--- config.mk ---
export PLATFORM = sky130hd
export DESIGN_NAME = nexus_mem_arbiter
export DESIGN_NICKNAME = d
export VERILOG_FILES = /design/src/rtl/nexus_mem_arbiter.sv
export SDC_FILE = /design/constraint.sdc
export NUM_CORES = 1
export LEC_CHECK = 0
export CAP_MARGIN = 30
export CORE_MARGIN = 2
export CORE_UTILIZATION = 29
export CTS_BUF_LIST = sky130_fd_sc_hd__clkbuf_4 sky130_fd_sc_hd__clkbuf_8
export DETAILED_ROUTE_END_ITERATION = 6
export PLACE_DENSITY = 0.89
export SLEW_MARGIN = 20
export SYNTH_ARGS = -nofsm -noshare
export SYNTH_HDL_FRONTEND = slang
export SYNTH_SLANG_ARGS = --single-unit
--- constraint.sdc ---
create_clock -name clk -period 5.4 [get_ports clk]
set_input_delay 1.08 -clock clk [delete_from_list [all_inputs] [get_ports clk]]
set_output_delay 1.08 -clock clk [all_outputs]
set_load 0.02 [all_outputs]
--- src/rtl/nexus_mem_arbiter.sv ---
// Two-port round-robin arbiter sharing nexus_ram between the CPU pipeline and the
// external loader/debug port, with burst limiting and an optional loader lock.
module nexus_mem_arbiter #(
    parameter int unsigned MAX_BURST = 4,
    parameter int unsigned RAM_AW    = 15
) (
    input  logic              clk,
    input  logic              rst,
    input  logic              cpu_req,
    input  logic              cpu_we,
    input  logic [15:0]       cpu_addr,
    input  logic [15:0]       cpu_wdata,
    output logic              cpu_gnt,
    output logic              cpu_rvalid,
    output logic [15:0]       cpu_rdata,
    output logic              cpu_stall,
    input  logic              ext_req,
    input  logic              ext_we,
    input  logic [15:0]       ext_addr,
    input  logic [15:0]       ext_wdata,
    output logic              ext_gnt,
    output logic              ext_rvalid,
    output logic [15:0]       ext_rdata,
    input  logic              ext_lock,
    output logic              ram_we,
    output logic [RAM_AW-1:0] ram_addr,
    output logic [15:0]       ram_din,
    input  logic [15:0]       ram_dout
);

    typedef enum logic [1:0] {
        IDLE    = 2'd0,
        OWN_CPU = 2'd1,
        OWN_EXT = 2'd2
    } owner_e;

    localparam logic [3:0] BURST_LAST = 4'(MAX_BURST - 1);

    owner_e     owner_q, owner_d;
    logic       last_owner_q, last_owner_d;   // 0 = CPU, 1 = EXT
    logic [3:0] burst_cnt_q, burst_cnt_d;
    logic       cpu_rvalid_q, ext_rvalid_q;
    logic       addr_hi_unused;

    // Address bits above RAM_AW alias onto the same RAM words.
    assign addr_hi_unused = ^{cpu_addr[15:RAM_AW], ext_addr[15:RAM_AW]};

    always_ff @(posedge clk or posedge rst) begin
        if (rst) begin
            owner_q      <= IDLE;
            last_owner_q <= 1'b1;
            burst_cnt_q  <= '0;
            cpu_rvalid_q <= 1'b0;
            ext_rvalid_q <= 1'b0;
        end else begin
            owner_q      <= owner_d;
            last_owner_q <= last_owner_d;
            burst_cnt_q  <= burst_cnt_d;
            cpu_rvalid_q <= cpu_gnt & ~cpu_we;
            ext_rvalid_q <= ext_gnt & ~ext_we;
        end
    end

    always_comb begin
        owner_d      = owner_q;
        last_owner_d = last_owner_q;
        burst_cnt_d  = burst_cnt_q;
        case (owner_q)
            IDLE: begin
                if (cpu_req && ext_req) owner_d = last_owner_q ? OWN_CPU : OWN_EXT;
                else if (cpu_req)       owner_d = OWN_CPU;
                else if (ext_req)       owner_d = OWN_EXT;
            end
            OWN_CPU: begin
                if (!cpu_req)                                  owner_d = ext_req ? OWN_EXT : IDLE;
                else if (burst_cnt_q == BURST_LAST && ext_req) owner_d = OWN_EXT;
                else if (burst_cnt_q != 4'hF)                  burst_cnt_d = burst_cnt_q + 4'd1;
            end
            OWN_EXT: begin
                if (!ext_req)                                               owner_d = cpu_req ? OWN_CPU : IDLE;
                else if (burst_cnt_q == BURST_LAST && cpu_req && !ext_lock) owner_d = OWN_CPU;
                else if (burst_cnt_q != 4'hF)                               burst_cnt_d = burst_cnt_q + 4'd1;
            end
            default: owner_d = IDLE;
        endcase
        // Any owner change restarts the burst; only a real owner is remembered for fairness.
        if (owner_d != owner_q) begin
            burst_cnt_d = '0;
            if (owner_q == OWN_CPU)      last_owner_d = 1'b0;
            else if (owner_q == OWN_EXT) last_owner_d = 1'b1;
        end
    end

    always_comb begin
        cpu_gnt    = (owner_q == OWN_CPU) & cpu_req;
        ext_gnt    = (owner_q == OWN_EXT) & ext_req;
        cpu_stall  = cpu_req & ~cpu_gnt & ~rst;
        cpu_rvalid = cpu_rvalid_q;
        ext_rvalid = ext_rvalid_q;
        cpu_rdata  = cpu_rvalid_q ? ram_dout : '0;
        ext_rdata  = ext_rvalid_q ? ram_dout : '0;
        ram_we     = 1'b0;
        ram_addr   = '0;
        ram_din    = '0;
        if (cpu_gnt) begin
            ram_we   = cpu_we;
            ram_addr = cpu_addr[RAM_AW-1:0];
            ram_din  = cpu_wdata;
        end else if (ext_gnt) begin
            ram_we   = ext_we;
            ram_addr = ext_addr[RAM_AW-1:0];
            ram_din  = ext_wdata;
        end
    end

endmodule

* Yosys cells after proc, flatten, opt, wreduce, memory -nomap -nowiden
Index checks and enable logic that the tools add are counted.
Word-level totals: bits in registers 9
Operators by class: add/sub/neg operators 1, equal/unequal tests 9, multiplexer cells 28, bitwise gates (word level) 10, reductions and logical operators 10
Operator list (number):
- 16-bit 2-to-1 mux | 4
- 15-bit 2-to-1 mux | 2
- 4-bit 2-to-1 mux | 6
- 2-bit 2-to-1 mux | 9
- 3-bit != test, second input constant | 4
- 4-bit one-hot mux with 2 select lines | 1
- 1-bit AND | 6
- 2-bit one-hot mux with 3 select lines | 1
- 1-bit 2-to-1 mux | 5
- 5-bit AND reduction | 1
- 4-bit by 1-bit adder with 4-bit output, second input constant | 1
- 4-bit by 2-bit equality test with 1-bit output, second input constant | 1
- 1-bit logical AND | 4
- 4-bit != test, second input constant | 1
- 1-bit NOT | 4
- 3-bit nonzero test | 1
- 2-bit by 1-bit equality test with 1-bit output, second input constant | 1
- 2-bit equality test, second input constant | 1
- 2-bit logical NOT | 1
- 2-bit != test | 1
- 2-bit AND reduction | 1
- 2-bit nonzero test | 1
- 1-bit logical NOT | 1

* Longest topological paths before layout
word-level depth 9, mapped depth 9

* Worst setup path before layout
Ideal clock, no wire load.
path type input to output, start input port cpu_req, end output port ram_addr[0], arrival time 2.054 ns, required time 4.320 ns, setup slack 2.266 ns, stages on the path 5, buffers on the path 1, cell sequence nand2_1 > inv_2 > nor2_1 > clkbuf_1 > a22o_1
Between the ends: longest elaborated chain between the ends 2
Ends and longest elaborated chain:
- start, declared | RTL line 9 | input logic cpu_req,
- 1-bit AND | RTL line 95 | cpu_gnt = (owner_q == OWN_CPU) & cpu_req;
- 15-bit 2-to-1 mux | RTL line 105 | if (cpu_gnt) begin
- end, declared | RTL line 26 | output logic [RAM_AW-1:0] ram_addr,
Every way passes these cells.

* Worst setup path after layout
start input port cpu_req, end output port ram_addr[10]
The elaborated chain is that of the path after synthesis.

==> flow_summary.ini <==
[outcome]
outcome = finished, final reports clean

[hold_path]
whs_path_depth = 2
min_path_type = reg -> reg
holdPathEnd = burst_cnt_q[0]
holdCritStartpoint = burst_cnt_q[0]

[setup_path]
critPathKind = in -> out
timing.rr.end = burst_cnt_q[2]
r2r-start = owner_q[1]
reg2reg_depth = 9
cp_max_fo = 21
worst_ep_required_time_ns = 4.32
start_kind = input port
reg2reg_slack_ns = 2.61
worstPathArrival_ns = 3.53
critPathCaptureType = output port

[route]
drt_pass1_iterations = 4
post-route-drc-count = 0
drt_iter0_drc = 118
routedWlPerCell_um = 16.6
via_per_inst = 5.18
routed_wl_mm = 5.93
ant_nets = 0
via_count = 1843

[sta]
finClkSkew_ns = 0.00201
finalHoldViolations = 0
max_freq_ghz = 0.217
slew_viol_final = 0
rsz0062_at_grt = no
period_share = 0.855
worstMarginPinSlew_ns = 0.481
setup_viol = 0
tns_ns = 0
min_period_ns = 4.61
timing.slew.headroom = 0.679

[global_route]
grt_pass1_vias = 1799
antenna_found_initial = 0
grt_max_degree = 35
grt_pass1_wl_mm = 9.31
grt.total_usage = 0.237
grt_overflow = 0

[job]
maxCapViolCount = 0

[placed_design]
portBuffers = 153
hpwlAfterDp_mm = 4.85
place_congestion = 0.919

[pwr]
leakage_nw = 1.12
power.density_nw_per_um2 = 271
finalPower_uw = 777
ir_drop_mv = 0.147

[synthesis]
ys_ff_latch = 9
yosysTopAreaCellShare = 0.223
yosysWarnings = 0
synth_area_sq_um = 1260
ys_types = 39
synth_top_cells_by_area = a22o_1 (22%), and2_1 (17%), dfrtp_1 (16%)
synth_most_common_cell = and2_1
synthFlopType = dfrtp_1
avgSynthCellArea_sq_um = 8.00
synth.top_cells.by_count = and2_1 (34), a22o_1 (32), clkbuf_1 (8), dfrtp_1 (8), inv_1 (8)
yosysSeqAreaShare = 0.180
synth_enable_flop_cells = 0
yosys.area.top_type = a22o_1
async_reset_ff_frac = 1.00
syn_inst = 157
syn_nets = 249

[clock_tree]
tritoncts = done
clkSinkCount = 9
ctsResizeCount = 0
cts_setup_buffers = 0
clk_pin_slew_ns = 0.04
postCtsHoldBufs = 0
clk_latency_ns = 0.24
htree_levels = 1
cts.path.max_buffers = 2
root_buffer = clkbuf_8
numCtsBuffers = 3

[finish]
diodes = 0
drive_above_1_share = 0.0359
final_nets = 399
syn_to_final_growth_pct = 128

[floorplanning]
core.rowCount = 23
die_w_um = 69.8
fp.dieH_um = 69.8
dieArea_sq_um = 4870
start_util = 0.307
io_pins = 156
core_sq_um = 4090
final cells by class:
type	count	area (sq um)
flip-flops and latches	9	226
repair buffers	155	1550
inverters	9	33.8
clock buffers	4	48.8
well taps	50	62.6
fillers	340	1220
multi-input cells	129	946
stage by stage:
| step | instance area [sq um] | utilization | hold slack (ns) | setup slack, ns | std cells |
|---|---|---|---|---|---|
| 2_1_floorplan | 1260 | - | 0.539 | 2.27 | 157 |
| 3_3_place_gp | 2820 | 0.689 | 0.555 | 0.846 | 352 |
| 3_5_place_dp | 2820 | 0.689 | 0.578 | 0.812 | 352 |
| 4_1_cts | 2860 | 0.701 | 0.586 | 0.790 | 356 |
| 5_1_grt | 2860 | 0.701 | 0.620 | 0.614 | 356 |
| 6_report | 2860 | 0.701 | 0.588 | 0.785 | 356 |
worst max path at each step:
stage                 start           end  slack (ns)  cells after the start
floorplan           cpu_req   ram_addr[0]        2.27                      5
global placement    cpu_req    ram_din[1]        0.85                      7
detailed placement  cpu_req  ram_addr[10]        0.81                      7
CTS                 cpu_req  ram_addr[10]        0.79                      7
global route        cpu_req  ram_addr[10]        0.61                      7
finish              cpu_req  ram_addr[10]        0.79                      7
logic make-up after synthesis:
family / share of synthesized area
AND/OR/NAND/NOR: 0.279
adder cells (fa/ha/maj): 0.0498
buffers and inverters: 0.0687
flip-flops: 0.180
AO/OA/AOI/OAI: 0.422
flip-flops by register name, summed over array words and instances (netlist names):
signal	count
cpu_rvalid	1
burst_cnt_q	4
last_owner_q	1
owner_q	2
ext_rvalid	1
cell usage in the layout (no fill, tap or decap), drive strengths merged:
cell / n
clkbuf: 4
nand2: 6
a211o: 1
o2bb2ai: 2
dfstp: 1
o2111a: 1
nand3b: 1
nor4b: 1
and2: 34
a21boi: 3
o21a: 2
o41ai: 1
a22o: 32
a21oi: 7
o21ai: 5
o32a: 1
o311ai: 1
nor2: 6
o32ai: 2
buf: 2
nand2b: 2
a2111o: 1
a21o: 1
and3b: 1
o211ai: 2
a211oi: 1
or4: 1
dfrtp: 8
a31oi: 1
nor2b: 1
clkdlybuf4s50: 153
inv: 9
or3b: 1
or3: 3
ha: 5
a311oi: 1
nor3b: 1
o21ba: 1
critical path, stage by stage:
cell and delay, ns:
clkdlybuf4s50_1 0.59, nand2_1 0.24, inv_2 0.06, nor2_2 0.38, buf_4 0.35, a22o_1 0.19
clkdlybuf4s50_1 0.64
per-layer routing:
metal / part of all wire / GRT usage / vias up
li1: - / - / 889
met1: 0.37 / 0.254 / 831
met2: 0.52 / 0.434 / 109
met3: 0.086 / 0.0712 / 14
met4: 0.030 / 0.0897 / 0
met5: 0 / 0 / -
where the power goes:
part | switching [mW] | total [mW] | internal (mW)
clock | 0.0287 | 0.0853 | 0.0566
sequential | 0.0252 | 0.111 | 0.0854
combinational | 0.290 | 0.581 | 0.292
(Power assumes the default switching activity.)
